$ cat src/rtl/aes_pkg.sv
// Shared types and constants for the AES round controller.
// The optional key-length feature is enabled with macro AES_ROUND_CTRL_KEYLEN_EN.
package aes_pkg;

  typedef enum logic [1:0] {
    IDLE  = 2'd0,
    ISSUE = 2'd1,
    WAIT  = 2'd2,
    DONE  = 2'd3
  } ctrl_state_e;

  localparam int AES_DATA_W = 128;

  localparam int AES_NR_128 = 10;
  localparam int AES_NR_192 = 12;
  localparam int AES_NR_256 = 14;

  localparam logic [1:0] KEYLEN_128  = 2'b00;
  localparam logic [1:0] KEYLEN_192  = 2'b01;
  localparam logic [1:0] KEYLEN_256  = 2'b10;
  localparam logic [1:0] KEYLEN_RSVD = 2'b11;

  // Reserved encoding falls back to the AES-128 round count.
  function automatic int keylen_rounds(input logic [1:0] kl);
    case (kl)
      KEYLEN_128: return AES_NR_128;
      KEYLEN_192: return AES_NR_192;
      KEYLEN_256: return AES_NR_256;
      default:    return AES_NR_128;
    endcase
  endfunction

endpackage

$ cat src/rtl/aes_round_ctrl.sv
// Sequences one AES block through an external round datapath, one round per issue.
// Macro AES_ROUND_CTRL_KEYLEN_EN adds key_len and a per-block round count (10/12/14).
module aes_round_ctrl
  import aes_pkg::*;
#(
  parameter int DATA_W = AES_DATA_W,
  parameter int NR     = 10,
  parameter int RND_W  = 4
) (
  input  logic              clk,
  input  logic              reset,
  input  logic              blk_valid,
  output logic              blk_ready,
  input  logic [DATA_W-1:0] blk_data,
  output logic [RND_W-1:0]  rk_idx,
  input  logic [DATA_W-1:0] rk_data,
  output logic              dp_valid,
  output logic [DATA_W-1:0] dp_data,
  output logic              dp_mix_en,
  input  logic              dp_valid_in,
  input  logic [DATA_W-1:0] dp_data_in,
  output logic              res_valid,
  input  logic              res_ready,
  output logic [DATA_W-1:0] res_data,
  output logic              busy,
`ifdef AES_ROUND_CTRL_KEYLEN_EN
  input  logic [1:0]        key_len,
`endif
  output logic              err
);

  localparam logic [RND_W-1:0] RND_ONE = RND_W'(1);

  ctrl_state_e       state_r;
  logic [RND_W-1:0]  rnd_r;
  logic [DATA_W-1:0] state_reg_r;
  logic              blk_ready_r;
  logic              dp_valid_r;
  logic              dp_mix_en_r;
  logic              res_valid_r;
  logic              busy_r;
  logic              err_r;

  logic [RND_W-1:0]  acc_last_s;
  logic [RND_W-1:0]  last_rnd_s;
  logic [RND_W-1:0]  rnd_next_s;
  logic              acc_err_s;

`ifdef AES_ROUND_CTRL_KEYLEN_EN
  logic [RND_W-1:0]  last_r;

  // Final round index for a block accepted this cycle, from key_len.
  always_comb begin
    acc_last_s = RND_W'(keylen_rounds(key_len));
    acc_err_s  = (key_len == KEYLEN_RSVD);
  end

  // Final-round compare uses the value sampled at accept.
  always_ff @(posedge clk or negedge reset) begin
    if (!reset) begin
      last_r <= RND_W'(AES_NR_128);
    end else if ((state_r == IDLE) && blk_valid) begin
      last_r <= acc_last_s;
    end
  end

  assign last_rnd_s = last_r;
`else
  // Fixed round count when the key-length feature is compiled out.
  always_comb begin
    acc_last_s = RND_W'(NR);
    acc_err_s  = 1'b0;
  end

  assign last_rnd_s = acc_last_s;
`endif

  assign rnd_next_s = rnd_r + RND_ONE;

  // Key index is zero while idle so rk_data carries the whitening key.
  always_comb begin
    if (state_r == IDLE) begin
      rk_idx = {RND_W{1'b0}};
    end else begin
      rk_idx = rnd_r;
    end
  end

  // Controller FSM with all handshake outputs registered alongside the state.
  always_ff @(posedge clk or negedge reset) begin
    if (!reset) begin
      state_r     <= IDLE;
      rnd_r       <= {RND_W{1'b0}};
      state_reg_r <= {DATA_W{1'b0}};
      blk_ready_r <= 1'b1;
      dp_valid_r  <= 1'b0;
      dp_mix_en_r <= 1'b0;
      res_valid_r <= 1'b0;
      busy_r      <= 1'b0;
      err_r       <= 1'b0;
    end else begin
      dp_valid_r <= 1'b0;
      if (dp_valid_in && (state_r != WAIT)) begin
        err_r <= 1'b1;
      end
      case (state_r)
        IDLE: begin
          if (blk_valid) begin
            state_reg_r <= blk_data ^ rk_data;
            rnd_r       <= RND_ONE;
            state_r     <= ISSUE;
            dp_valid_r  <= 1'b1;
            dp_mix_en_r <= (acc_last_s != RND_ONE);
            blk_ready_r <= 1'b0;
            busy_r      <= 1'b1;
            if (acc_err_s) begin
              err_r <= 1'b1;
            end
          end
        end
        ISSUE: begin
          state_r <= WAIT;
        end
        WAIT: begin
          if (dp_valid_in) begin
            state_reg_r <= dp_data_in;
            if (rnd_r == last_rnd_s) begin
              state_r     <= DONE;
              res_valid_r <= 1'b1;
            end else begin
              rnd_r       <= rnd_next_s;
              state_r     <= ISSUE;
              dp_valid_r  <= 1'b1;
              dp_mix_en_r <= (rnd_next_s != last_rnd_s);
            end
          end
        end
        DONE: begin
          if (res_ready) begin
            state_r     <= IDLE;
            rnd_r       <= {RND_W{1'b0}};
            res_valid_r <= 1'b0;
            blk_ready_r <= 1'b1;
            busy_r      <= 1'b0;
          end
        end
        default: begin
          state_r     <= IDLE;
          rnd_r       <= {RND_W{1'b0}};
          res_valid_r <= 1'b0;
          blk_ready_r <= 1'b1;
          busy_r      <= 1'b0;
        end
      endcase
    end
  end

  assign blk_ready = blk_ready_r;
  assign dp_valid  = dp_valid_r;
  assign dp_data   = state_reg_r;
  assign dp_mix_en = dp_mix_en_r;
  assign res_valid = res_valid_r;
  assign res_data  = state_reg_r;
  assign busy      = busy_r;
  assign err       = err_r;

endmodule

$ cat config.mk
export PLATFORM = sky130hd
export DESIGN_NAME = aes_round_ctrl
export DESIGN_NICKNAME = d
export VERILOG_FILES = /design/src/rtl/aes_pkg.sv /design/src/rtl/aes_round_ctrl.sv
export SDC_FILE = /design/constraint.sdc
export NUM_CORES = 1
export LEC_CHECK = 0
export CAP_MARGIN = 30
export CELL_PAD_IN_SITES_DETAIL_PLACEMENT = 1
export CELL_PAD_IN_SITES_GLOBAL_PLACEMENT = 1
export CORE_AREA = 2 2 252 254
export CTS_BUF_LIST = sky130_fd_sc_hd__clkbuf_4 sky130_fd_sc_hd__clkbuf_8
export DETAILED_ROUTE_END_ITERATION = 10
export DIE_AREA = 0 0 254 256
export PLACE_DENSITY_LB_ADDON = 0.12
export SYNTH_ARGS = -nofsm -noshare
export SYNTH_HDL_FRONTEND = slang
export SYNTH_SLANG_ARGS = --single-unit
$ cat constraint.sdc
create_clock -name clk -period 5.7 [get_ports clk]
set_input_delay 1.14 -clock clk [delete_from_list [all_inputs] [get_ports clk]]
set_output_delay 1.14 -clock clk [all_outputs]
set_load 0.03 [all_outputs]
# Word level (Yosys, flattened, before mapping)
# Cells that the tools add are included.
# op_classes
eq_ne	11
bitwise_logic	1
n_addsub	1
muxes	30
n_reduce_logical	12
# ops
op	n
128-bit two-way mux	2
128-bit one-hot mux with 2 select lines	1
128-bit bitwise XOR	1
4-bit two-way mux	5
2-bit inequality test (second input constant)	6
4-bit one-hot mux with 3 select lines	1
1-bit two-way mux	11
1-bit one-hot mux with 2 select lines	5
3-bit AND reduction	3
2-bit two-way mux	4
2-bit one-hot mux with 4 select lines	1
4-bit AND reduction	2
2-bit nonzero test	3
5-bit AND reduction	1
4-bit by 1-bit adder with 4-bit output (second input constant)	1
2-bit == test (second input constant)	2
4-bit == test (second input constant)	1
4-bit inequality test (second input constant)	1
3-bit nonzero test	1
2-bit by 1-bit == test with 1-bit output (second input constant)	1
2-bit zero test	1
1-bit logical AND	1
# totals
wordCells	64
reg_bits	140
output_inout_bits	266
input_bits	389

# Logic depth before layout (Yosys ltp)
# Gate-level depths: netlist of the first run.
# logic_depth
depth_word	5
ltp_mapped	11
depth_no_buf	6

# Worst setup path after synthesis of the first run
# No wires, ideal clock.
# synth_path
kind	reg2out
start	register state_r[1]
end	output port rk_idx[2]
t_arrival_ps	1208
path_slack_ps	3352
t_required_ps	4560
n_path_buf	1
path_stages_with_launch	5
cell_sequence	dfrtp_1 inv_1 ha_1 buf_2 nor2b_1
# synth_via
elab_chain_len	2
# synth_lines
element	line	rtl
from (decl)	aes_round_ctrl.sv:34	ctrl_state_e state_r;
from (signal assigned)	aes_round_ctrl.sv:92	state_r <= IDLE;
from (signal assigned)	aes_round_ctrl.sv:111	state_r <= ISSUE;
from (signal assigned)	aes_round_ctrl.sv:122	state_r <= WAIT;
2-bit zero test	aes_round_ctrl.sv:82	if (state_r == IDLE) begin
4-bit two-way mux	aes_round_ctrl.sv:82	
to (decl)	aes_round_ctrl.sv:15	output logic [RND_W-1:0] rk_idx,
# Every way passes these cells.

# Worst setup path after layout of the first run
# Same ends and word-level chain as after synthesis.

==> results of run 1 <==
cell families (layout without fill, tap and decap cells):
family | after synthesis | after routing | share of synthesized area [%]
other | 0 | 3 | 0
DFF | 140 | 140 | 39.40
xor gates and xnor gates | 130 | 130 | 12.80
muxes | 1 | 1 | 0.1266
and+or+nand+nor | 291 | 291 | 14.08
adders and majority gates | 7 | 7 | 0.9845
AOI/OAI and AO/OA | 278 | 278 | 17.72
buffers and inverters | 193 | 697 | 14.89
synthesized netlist by cell type, types with 4 or more instances:
master / number / share of area [%]
dfrtp_1: 139 / 39
nor2_1: 134 / 5.7
a21oi_1: 132 / 7.4
xnor2_1: 130 / 13
buf_4: 129 / 11
o21ai_0: 96 / 5.4
nand2_1: 95 / 4.0
nand2_2: 40 / 2.8
o21ai_2: 40 / 3.9
clkbuf_1: 33 / 1.4
buf_2: 12 / 0.68
ha_1: 7 / 0.98
buf_12: 5 / 1.1
inv_1: 5 / 0.21
nand2b_1: 5 / 0.35
nand3_1: 5 / 0.28
clkbuf_2: 4 / 0.23
how the worst max path moves through the flow:
| stage | startpoint | to | slack (ps) | cells past startpoint |
|---|---|---|---|---|
| 2_1_floorplan | state_r[1] | rk_idx[2] | 3350 | 4 |
| 3_3_place_gp | blk_valid | dp_data[24] | 2610 | 5 |
| 3_5_place_dp | blk_valid | dp_data[18] | 2560 | 5 |
| 4_1_cts | state_r[1] | rk_idx[2] | 2180 | 4 |
| 5_1_grt | state_r[0] | rk_idx[2] | 2120 | 4 |
| 6_report | state_r[1] | rk_idx[2] | 2320 | 4 |
sequential cells by signal, summed over array words and instances, names as in the netlist:
name and flops:
dp_data 128, dp_mix_en 1, res_valid 1, state_r 2, dp_valid 1, rnd_r 4
err 1, blk_ready 1, busy 1
through the flow:
stage	hold WS (ps)	setup slack [ps]	utilization (%)	cell area (um2)	instances
2_1_floorplan	521.6	3352	-	8896	1040
3_3_place_gp	454.8	2610	24.54	15310	2358
3_5_place_dp	446.4	2563	24.54	15310	2358
4_1_cts	478.1	2184	25.23	15740	2390
5_1_grt	514.1	2123	25.23	15740	2391
6_report	471.1	2315	25.24	15750	2393
where the power goes:
part / total, mW / switching, mW / internal, mW
sequential: 2.04 / 0.558 / 1.49
clock: 0.928 / 0.444 / 0.484
combinational: 5.91 / 3.55 / 2.35
metal layers:
metal / vias up / GRT usage, % / part of all wire, %
met1: 4131 / 13.64 / 37
met5: - / 0 / 0.11
met3: 35 / 4.698 / 8.0
met4: 8 / 3.676 / 1.3
li1: 4270 / - / -
met2: 335 / 24.39 / 54
layout make-up:
class | count | area (um2)
tap | 846 | 1059
fill | 7344 | 46640
sequential | 140 | 3505
antenna | 3 | 7.507
inverter | 6 | 22.52
multi-input combinational | 707 | 4088
clock buffer | 27 | 352.8
timing repair buffer | 659 | 6635
clock inverter | 5 | 77.57
==> results by group, run 1 <==
Global route
  – Antenna violations before repair: 7
  – First-pass GRT wire length: 61910 um
  – GRT overflow: 0
  – Global router's overall resource usage: 13.09%
  – Vias in the first global route: 9404
  – Largest net degree at the start of global routing: 183

Critical path
  – Worst R2R Start: state_r[0]
  – Crit-path slowest cell: clkdlybuf4s50_1
  – CP top delay family: buffers and inverters
  – Startpoint Class: flop
  – Worst EP required: 4560 ps
  – Buf+Inv Stages, Crit Path: 2
  – Worst EP arrival: 2240 ps
  – Largest stage delay, worst path: between 600 and 700 ps
  – Endpoint of the worst register-to-register path: dp_data[55]
  – Worst reg2reg path depth: 7
  – CP cell instances: inv_1 -> ha_1 -> nor2b_1 -> clkdlybuf4s50_1
  – Crit Path Class: flop to output pin
  – Setup crit end kind: output pin
  – Flop2flop setup slack: about 2800 ps
  – CP max FO: 10

Timing
  – Maximum clock rate: 295.4 MHz
  – Least-Margin Pin Slew: 917.5 ps
  – Slew margin rel.: 38.83%
  – Final Cycle Share: roughly 59%
  – Final Hold Vio Count: 0
  – Max-slew violations: 0
  – Final number of setup-violating endpoints: 0
  – Tmin final: 3385 ps
  – Post-Route Setup TNS: 0 ps
  – Clock Skew: roughly 13 ps
  – RSZ-0062 raised after global routing: false

Yosys
  – Post-Syn Area per Cell: about 8.6 um2
  – Yosys warnings: 0
  – Number of synthesized register bits: between 100 and 150
  – Synthesized instance count: 1040
  – Post-synthesis cell area: 8896 um2
  – Sequential fraction of the synthesis area: 39.40%
  – Post-synth EDFFs: 0
  – Post-synthesis async set-or-reset flop share: 100.0%
  – Most used DFF post-synth: dfrtp_1
  – Syn nets: 1436
  – Post-synth cell types: 36

Floorplanning
  – Boundary Pins: 655
  – DIE WIDTH: 254 um
  – Total core area: 62390 um2
  – Std-Cell Rows: 92
  – Die area: between 60000 and 70000 um2
  – Die Ht: around 260 um
  – Initial Util: between 10% and 20%

Worst hold path
  – Min-Delay Path Class: flop to flop
  – Hold endpoint: err
  – Hold path depth: 1
  – Worst hold path startpoint: err

Clocking
  – CTS max path bufs: 2
  – Post-CTS Resized: 0
  – Clock transition at the registers of the reported paths: 80 ps
  – Setup repair bufs after CTS: 0
  – CTS tree: built
  – Clk Latency, worst-skew pair: 540 ps
  – CTS Buf Count: 17
  – Clock sink count: 140
  – Clock root buffer: clkbuf_8
  – Hold buffers post-CTS: 0
  – Htree depth: 4

Placement
  – PortBufs: 654
  – Post-DP HPWL: between 30000 and 40000 um
  – GP Congestion: 0.7308

Pwr
  – Total power: approximately 8.9 mW
  – Peak VDD IR: approximately 0.00048 V
  – PD cells: 563.7 nW/um2
  – Leak pwr: 5.987 nW

Finish
  – Layout cells sized above 1: 7.966%
  – Most frequent cells in the layout: clkdlybuf4s50_1, dfrtp_1, nor2_1
  – Synth-to-layout area growth: 77.00%
  – Fin nets: ~1900
  – Commonest non-fill, non-tap cell in the layout: clkdlybuf4s50_1

Route
  – Antenna Nets Post-Route: 0
  – Starting DRT DRC Count: 219
  – Vias per cell: ~3.7
  – Iteration count of the initial detailed-routing pass: 4
  – DRC: 0
  – Via Count: 8779
  – Drt wl/cell: 17.86 um
  – Wirelength, routed: 42750 um

Status
  – Outcome: completed

Job
  – Max cap viols: 0
Note: power is estimated with default switching activity, not from simulation.
==> run 2, diff against run 1 <==
- CORE_AREA: 2 2 252 254 -> 2 2 258 260
- DIE_AREA: 0 0 254 256 -> 0 0 260 262
- clock period: 5.7 -> 3.05 ns (I/O delays scaled with it)
==> run 2 against run 1 <==
Worst hold slack got worse by 410 ps; critical path depth did not move; sequential share of layout area is 0.093 points lower; register-to-register slack worse by 2000 ps; flip-flop and latch count unchanged; combinational power is 90% higher; clock power up 67%; first-iteration DRC count fell by 17%; global-route usage is 1.1 points lower; die area increased by 4.8%; power rose by 86%; critical path type unchanged; critical endpoint unchanged; highest routed layer unchanged.
==> results by group, run 2 (synthesized netlist as in run 1, its figures left out) <==
Status
  – Outcome: completed

Finish
  – # fillers: 7574
  – Finished Layout Cells: 2419
  – Max reg flops: 128
  – Layout cells sized above 1: 8.500%
  – Synth-to-layout area growth: 77.75%
  – Commonest non-fill, non-tap cell in the layout: clkdlybuf4s50_1
  – Most frequent cells in the layout: clkdlybuf4s50_1, dfrtp_1, nor2_1
  – Fin nets: 1936
  – Fin util: 24.22%

Clocking
  – Clock root buffer: clkbuf_8
  – Post-CTS Resized: 0
  – Hold buffers post-CTS: 0
  – Clock sink count: 140
  – Clock transition at the registers of the reported paths: about 80 ps
  – Setup repair bufs after CTS: 0
  – CTS Buf Count: 17
  – Htree depth: 4
  – CTS tree: built
  – CTS max path bufs: 2
  – Clk Latency, worst-skew pair: 540 ps

Floorplanning
  – Die area: 68120 um2
  – Die Ht: 262 um
  – Initial Util: between 10% and 20%
  – Boundary Pins: 655
  – DIE WIDTH: 260 um
  – Total core area: 65280 um2
  – Std-Cell Rows: 94

Timing
  – RSZ-0062 raised after global routing: false
  – Least-Margin Pin Slew: 728.2 ps
  – Slew margin rel.: 51.45%
  – Final number of setup-violating endpoints: 0
  – Max-slew violations: 0
  – Slack of the critical path: 196.7 ps
  – Final Hold Vio Count: 0
  – Clock Skew: 13.16 ps
  – Post-Route Setup TNS: 0 ps
  – Maximum clock rate: 350.5 MHz
  – Tmin final: between 2000 and 3000 ps
  – Final Cycle Share: 93.55%

Job
  – Max cap viols: 0

Critical path
  – CP max FO: 10
  – Crit Path Class: flop to output pin
  – Crit-path slowest cell: clkdlybuf4s50_1
  – Largest stage delay, worst path: 610 ps
  – Worst EP required: 2440 ps
  – Startpoint Class: flop
  – Setup crit end kind: output pin
  – CP cell instances: inv_1 -> ha_1 -> nor2b_1 -> clkdlybuf4s50_1
  – Worst EP arrival: 2240 ps
  – Buf+Inv Stages, Crit Path: 2
  – CP top delay family: buffers and inverters

Route
  – Iteration count of the initial detailed-routing pass: 4
  – Starting DRT DRC Count: 181
  – Antenna Nets Post-Route: 0
  – Via Count: ~9000
  – DRC: 0
  – Wirelength, routed: 41850 um
  – Drt wl/cell: ~17 um
  – Vias per cell: about 3.6

Global route
  – First-pass GRT wire length: 59890 um
  – Antenna violations before repair: 5
  – Grt met1 use: 12.76%
  – GR peak layer: met2
  – Global router's overall resource usage: 12.03%
  – Largest net degree at the start of global routing: 132
  – GRT overflow: 0
  – Met3 Track Usage GR: 3.916%
  – Met2 GRT Util: between 20% and 30%
  – Vias in the first global route: 9375

Worst hold path
  – Min-Delay Path Class: input port to async pin

Placement
  – Post-DP HPWL: between 30000 and 40000 um
  – PortBufs: 654
  – Placed Cells: 2385
  – Placement Setup Slack: about 590 ps
  – GP Congestion: 0.7161

Pwr
  – PD cells: 1046 nW/um2
  – Total power: 16.54 mW
  – Leak pwr: 6.008 nW
  – Peak VDD IR: 0.0005768 V
==> run 2: changes by cell type in the layout (fill, tap and decap cells not counted), moves of 2 or more <==
| cell | previous run | this run |
|---|---|---|
| clkbuf_8 | 24 | 19 |
| clkinv_4 | 0 | 2 |
| buf_4 | 1 | 7 |
| buf_12 | 4 | 7 |
| clkinv_2 | 2 | 5 |
| clkinvlp_4 | 1 | 3 |
==> run 2: worst paths after layout <==
path,startpoint,end,slack [ps],cells past startpoint
max,state_r[0],rk_idx[2],200,4
max in group asynchronous,reset,dp_data[104],2280,2
min reg2reg,err,err,490,1
min,reset,dp_data[70],60,1
min in group clk,err,err,490,1
max reg2reg,state_r[0],dp_data[20],760,7
==> run 2: power breakdown <==
part	total (mW)	internal (mW)	switching (mW)
Clock	1.55	0.697	0.855
Combinational	11.2	4.51	6.66
Sequential	3.81	2.78	1.03
Total	16.5	7.99	8.55
==> run 2: final cells by class <==
class / instances / area [um2] / share of cell area [%]
clock buffers: 21 / 276.5 / 1.749
diodes: 2 / 5.005 / 0.03165
well taps: 864 / 1081 / 6.837
flip-flops and latches: 140 / 3505 / 22.16
clock inverters: 11 / 95.09 / 0.6014
multi-input cells: 707 / 4088 / 25.85
inverters: 6 / 22.52 / 0.1424
repair buffers: 668 / 6740 / 42.63
==> run 2: metal layers <==
| metal | up-vias | part of all wire (%) |
|---|---|---|
| met5 | - | 0.093 |
| met4 | 6 | 1.3 |
| met3 | 34 | 7.2 |
| met2 | 321 | 55 |
| met1 | 4108 | 37 |
| li1 | 4292 | - |
==> run 2: per-stage QoR <==
step | area [um2] | hold WS, ps
6_report | 15810 | 62.49
3_3_place_gp | 15440 | 485.7
2_1_floorplan | 8896 | 314.4
5_1_grt | 15810 | 41.89
3_5_place_dp | 15440 | 479.8
4_1_cts | 15810 | 12.64
